### src/rtl/mul_iter_param_if.sv
// Handshake and operand bus of the iterative multiplier.
// The master issues start/operands and the slave returns busy/done/result.
interface mul_iter_param_if #(
    parameter int W = 64
);
    logic           start;
    logic           signed_mode;
    logic [W-1:0]   mul1;
    logic [W-1:0]   mul2;
    logic           busy;
    logic           done;
    logic [2*W-1:0] result;

    modport master (
        output start, signed_mode, mul1, mul2,
        input  busy, done, result
    );

    modport slave (
        input  start, signed_mode, mul1, mul2,
        output busy, done, result
    );
endinterface

### src/rtl/mul_iter_param.sv
// Iterative WxW multiplier that uses P parallel DxD digit multipliers per cycle.
// Signed operands are reduced to magnitudes, and the final product is negated in the FIN cycle.
module mul_iter_param #(
    parameter int W = 64,
    parameter int D = 16,
    parameter int P = 4
) (
    input  logic            clk,
    input  logic            rst_n,
    mul_iter_param_if.slave bus
);
    localparam int N  = W / D;
    localparam int C  = N / P;
    localparam int RW = (N > 1) ? $clog2(N) : 1;
    localparam int CW = (C > 1) ? $clog2(C) : 1;
    localparam int AW = 2 * W;

    typedef enum logic [1:0] {IDLE, MUL, FIN} state_t;

    state_t          state, state_next;
    logic [W-1:0]    a_reg, b_reg;
    logic            neg;
    logic [AW-1:0]   acc, acc_add;
    logic [RW-1:0]   row;
    logic [CW-1:0]   col;
    logic            busy_q, done_q;
    logic [AW-1:0]   result_q;
    logic [W-1:0]    a_mag, b_mag;
    logic            last_step;
    logic [D-1:0]    a_dig, b_dig;
    logic [2*D-1:0]  prod;

    assign a_mag = (bus.signed_mode && bus.mul1[W-1]) ? -bus.mul1 : bus.mul1;
    assign b_mag = (bus.signed_mode && bus.mul2[W-1]) ? -bus.mul2 : bus.mul2;
    assign last_step = (row == RW'(N - 1)) && (col == CW'(C - 1));

    assign bus.busy   = busy_q;
    assign bus.done   = done_q;
    assign bus.result = result_q;

    // One row digit of a times P consecutive digits of b, aligned and summed in one adder tree
    always_comb begin
        acc_add = '0;
        b_dig   = '0;
        prod    = '0;
        a_dig   = a_reg[int'(row)*D +: D];
        for (int k = 0; k < P; k++) begin
            b_dig   = b_reg[(int'(col)*P + k)*D +: D];
            prod    = {{D{1'b0}}, a_dig} * {{D{1'b0}}, b_dig};
            acc_add = acc_add + (AW'(prod) << (D*(int'(row) + int'(col)*P + k)));
        end
    end

    always_comb begin
        state_next = state;
        case (state)
            IDLE:    if (bus.start) state_next = MUL;
            MUL:     if (last_step) state_next = FIN;
            FIN:     state_next = IDLE;
            default: state_next = IDLE;
        endcase
    end

    always_ff @(posedge clk or negedge rst_n) begin
        if (!rst_n) begin
            state    <= IDLE;
            a_reg    <= '0;
            b_reg    <= '0;
            neg      <= 1'b0;
            acc      <= '0;
            row      <= '0;
            col      <= '0;
            busy_q   <= 1'b0;
            done_q   <= 1'b0;
            result_q <= '0;
        end else begin
            state  <= state_next;
            done_q <= 1'b0;
            case (state)
                IDLE: begin
                    if (bus.start) begin
                        a_reg  <= a_mag;
                        b_reg  <= b_mag;
                        neg    <= bus.signed_mode & (bus.mul1[W-1] ^ bus.mul2[W-1]);
                        acc    <= '0;
                        row    <= '0;
                        col    <= '0;
                        busy_q <= 1'b1;
                    end
                end
                MUL: begin
                    acc <= acc + acc_add;
                    if (last_step) begin
                        row <= '0;
                        col <= '0;
                    end else if (col == CW'(C - 1)) begin
                        col <= '0;
                        row <= row + RW'(1);
                    end else begin
                        col <= col + CW'(1);
                    end
                end
                FIN: begin
                    result_q <= neg ? -acc : acc;
                    done_q   <= 1'b1;
                    busy_q   <= 1'b0;
                end
                default: ;
            endcase
        end
    end
endmodule
### src/flat_wrapper.sv
// flat-port wrapper written by rule: the top's interface ports become plain ports
module mul_iter_param_flat 
#(
    parameter int W = 64,
    parameter int D = 16,
    parameter int P = 4
)
  (clk, rst_n, bus_start, bus_signed_mode, bus_mul1, bus_mul2, bus_busy, bus_done, bus_result);
  mul_iter_param_if #(.W(W)) bus_i ();
  input  logic clk;
  input  logic rst_n;
  input wire logic [$bits(bus_i.start)-1:0] bus_start;
  input wire logic [$bits(bus_i.signed_mode)-1:0] bus_signed_mode;
  input wire logic [$bits(bus_i.mul1)-1:0] bus_mul1;
  input wire logic [$bits(bus_i.mul2)-1:0] bus_mul2;
  output wire logic [$bits(bus_i.busy)-1:0] bus_busy;
  output wire logic [$bits(bus_i.done)-1:0] bus_done;
  output wire logic [$bits(bus_i.result)-1:0] bus_result;
  assign bus_i.start = bus_start;
  assign bus_i.signed_mode = bus_signed_mode;
  assign bus_i.mul1 = bus_mul1;
  assign bus_i.mul2 = bus_mul2;
  assign bus_busy = bus_i.busy;
  assign bus_done = bus_i.done;
  assign bus_result = bus_i.result;
  mul_iter_param #(.W(W), .D(D), .P(P)) u_core (.clk(clk), .rst_n(rst_n), .bus(bus_i));
endmodule
### config.mk
export PLATFORM = sky130hd
export DESIGN_NAME = mul_iter_param_flat
export DESIGN_NICKNAME = d
export VERILOG_FILES = /design/src/rtl/mul_iter_param_if.sv /design/src/rtl/mul_iter_param.sv /design/src/flat_wrapper.sv
export SDC_FILE = /design/constraint.sdc
export NUM_CORES = 2
export LEC_CHECK = 0
export CORE_MARGIN = 2
export CORE_UTILIZATION = 60
export DETAILED_ROUTE_END_ITERATION = 10
export PLACE_DENSITY = 0.87
export SLEW_MARGIN = 20
export SYNTH_ARGS = -nofsm -noshare
export SYNTH_HDL_FRONTEND = slang
export SYNTH_SLANG_ARGS = --single-unit
export TNS_END_PERCENT = 20
### constraint.sdc
create_clock -name clk -period 30.8 [get_ports clk]
set_input_delay 4.62 -clock clk [delete_from_list [all_inputs] [get_ports clk]]
set_output_delay 4.62 -clock clk [all_outputs]
set_load 0.005 [all_outputs]
==> summary.md <==
| Metric | Value |
|---|---|
| Clock buffer count from CTS | `47` |
| Yosys Warn Count | `0` |
| Row count | `129` |
| Postcts setup bufs | `0` |
| Final cell count without fillers | `10601` |
| Layout net count | `10760` |
| Total Wirelength | `264 mm` |
| Hold EP | `u_core.bus.result[0]` |
| RSZ-0062 raised after global routing | `no` |
| Wirelength per Cell | `24.9 µm` |
| Max Root-Sink Buffers | `3` |
| Tcrit/Tclk final | `49.9%` |
| Vias | `65082` |
| Htree depth | `2` |
| R2R depth | `41` |
| Starting DRC count in detailed routing | `6956` |
| Hold-fix buffers at CTS | `0` |
| Initial core utilization | `60.3%` |
| Seq/Total Area, Yosys | `13.2%` |
| CTS sink count | `391` |
| FF-to-FF setup slack | `15450 ps` |
| Mapped Avg Cell Area | `8.32 µm²` |
| First-pass GRT wire length | `399 mm` |
| Gr usage total | `41.8%` |
| Worst setup SP type | `flip-flop` |
| Setup-violating endpoint count in the final report | `0` |
| Global placement routability congestion | `1.11` |
| Worst reg2reg path endpoint | `u_core.acc[127]` |
| Reg clk slew, reported paths | `60 ps` |
| Worst slew pin tran | `1390 ps` |
| Antenna Violating Nets Remaining | `0` |
| Initial antenna violation count | `12` |
| Slew headroom | `6.87%` |
| Status | `finished, final reports clean` |
| CP startpoint | `u_core.row[0]` |
| Crit-path max FO | `34` |
| Cell repeated most along the worst path | `fa_1` |
| Grt total ovfl | `0` |
| Crit path largest cell delay | `980 ps` |
| Asr flop ratio synth | `100%` |
| Port Buffers | `261` |
| Synth-to-Final Area Change | `7.28%` |
| Most frequent cells in the layout | `1552 x inv_1, 1296 x nand2_1, 1109 x fa_1, 596 x ha_1, 589 x o21ai_0` |
| CTS tree | `yes` |
| Largest net degree at the start of global routing | `125` |
| Post-synth cell types | `87` |
| TNS Setup | `0 ps` |
| Commonest non-fill, non-tap cell in the layout | `inv_1` |
| WHS | `474 ps` |
| Max-slew violations | `0` |
| Tmin final | `15350 ps` |
| Post-route DRC | `0` |
| Critical path's slowest cell | `mux4_2` |
| Synth Instances | `8938` |
| TritonRoute pass-1 iters | `6` |
| Final Hold Viols | `0` |
| Arrival time at the worst endpoint | `15950 ps` |
| Vias in the first global route | `66883` |
| Ys flop type | `dfrtp_1` |
| Highest Clock Rate | `0.0651 GHz` |
| Final Util | `64.7%` |
| Fraction of layout cells with a size suffix above 1 | `2.96%` |
| Post-synth EDFFs | `0` |
| Worst path required time | `31400 ps` |
| Core area | `123000 µm²` |
| Worst Setup Path Type | `reg2reg` |
| Die ar. | `127000 µm²` |
| Die Ht | `356 µm` |
| Worst hold stages | `2` |
| Cell Area, Synth | `74300 µm²` |
| Clock insertion delay at the later pin of the skew report | `680 ps` |
| Setup Skew | `87.8 ps` |
| Maxcap violations | `0` |
| Root cell of the clock tree | `clkbuf_16` |
| Post-DP HPWL | `213 mm` |
| Via/cell ratio | `6.14` |
| Hold_sp | `u_core.bus.result[0]` |
| Die Wd | `356 µm` |
| Reg2reg start | `u_core.row[0]` |
| Flops & latches, synth | `391` |
| Worst hold path class | `reg2reg` |
| Post-CTS sizing | `0` |
| Placed Cells | `10511` |
| IO Count | `262` |
| CP endpoint kind | `flip-flop` |
[metrics by stage]
stage	setup slack [ps]	cell area, µm²
after global routing	14810	79700
after global placement	16040	78100
after floorplan	18690	74500
final	15450	79700
after CTS	15760	79700
after detailed placement	15890	78100
[worst max-delay path, delay by kind of cell, from the launching register on]
family / cells / cell delay, ps
flip-flops: 1 / 620
AND/OR/NAND/NOR: 10 / 3180
adder cells (fa/ha/maj): 11 / 5180
multiplexers: 1 / 980
AO/OA/AOI/OAI: 12 / 4260
buffers and inverters: 7 / 1020
[cells by family after synthesis]
group / after synthesis / synth area share (%)
simple gates: 2782 / 17.7
flops: 391 / 13.2
other cells: 2 / 0.0101
fa+ha+maj: 1705 / 39.9
xor+xnor: 481 / 5.67
compound gates: 1512 / 12.4
buf+inv: 2015 / 10.2
mux: 50 / 0.971
[layer usage]
| metal | global-route usage, % | wire (µm) | vias up |
|---|---|---|---|
| li1 | - | - | 28219 |
| met1 | 54.4 | 101000 | 32179 |
| met2 | 64.0 | 117000 | 3773 |
| met3 | 11.7 | 30200 | 901 |
| met4 | 20.8 | 15500 | 10 |
| met5 | 0.755 | 176 | - |
[synthesized netlist by cell type, types with 8 or more instances]
master    number  share of area, %
inv_1       1552               7.8
nand2_1     1298               6.6
fa_1        1109                30
ha_1         596                10
o21ai_0      591               4.0
and2_1       510               4.3
clkbuf_1     427               2.2
dfrtp_1      391                13
nor2_1       381               1.9
a21oi_1      338               2.3
xnor2_1      293               3.5
xor2_1       188               2.2
a21o_1       112               1.1
nand3_1       94              0.63
nand4_1       85              0.72
nor3_1        83              0.56
nand2b_1      80              0.67
o31ai_1       72              0.73
o21bai_1      53              0.54
or3_1         51              0.43
o22ai_1       49              0.41
nor2b_1       44              0.37
a31oi_1       32              0.27
nor4_1        32              0.27
or4_1         31              0.31
buf_1         30              0.15
o21a_1        30              0.30
and3_1        28              0.24
o41ai_1       27              0.32
or2_2         27              0.23
a22o_1        23              0.27
a22oi_1       20              0.20
a211oi_1      19              0.19
o211ai_1      19              0.19
mux2_2        17              0.26
mux2i_1       17              0.23
mux4_2        16              0.48
a21boi_0      15              0.15
a221oi_1      12              0.14
a211o_1       10              0.12
a32oi_1        9              0.11
o221ai_1       8             0.094
[layout make-up]
class	instances	area, µm²
multi-input combinational	6577	57200
fill	10279	43600
sequential	391	9790
inverter	1555	5840
timing repair buffer	351	3290
tap	1637	2050
clock buffer	65	1320
clock inverter	19	235
antenna	6	15.0
[how the worst max path moves through the flow]
stage                                 end  cells past startpoint  slack (ps)
final                     u_core.acc[127]                     41       15450
after global routing      u_core.acc[127]                     41       14810
after CTS                 u_core.acc[127]                     41       15760
after detailed placement  u_core.acc[127]                     41       15890
after global placement    u_core.acc[127]                     41       16040
after floorplan           u_core.acc[127]                     44       18690
Power is not shown: default switching activity piles up to over one toggle a cycle in this logic, so the estimate is an artifact.
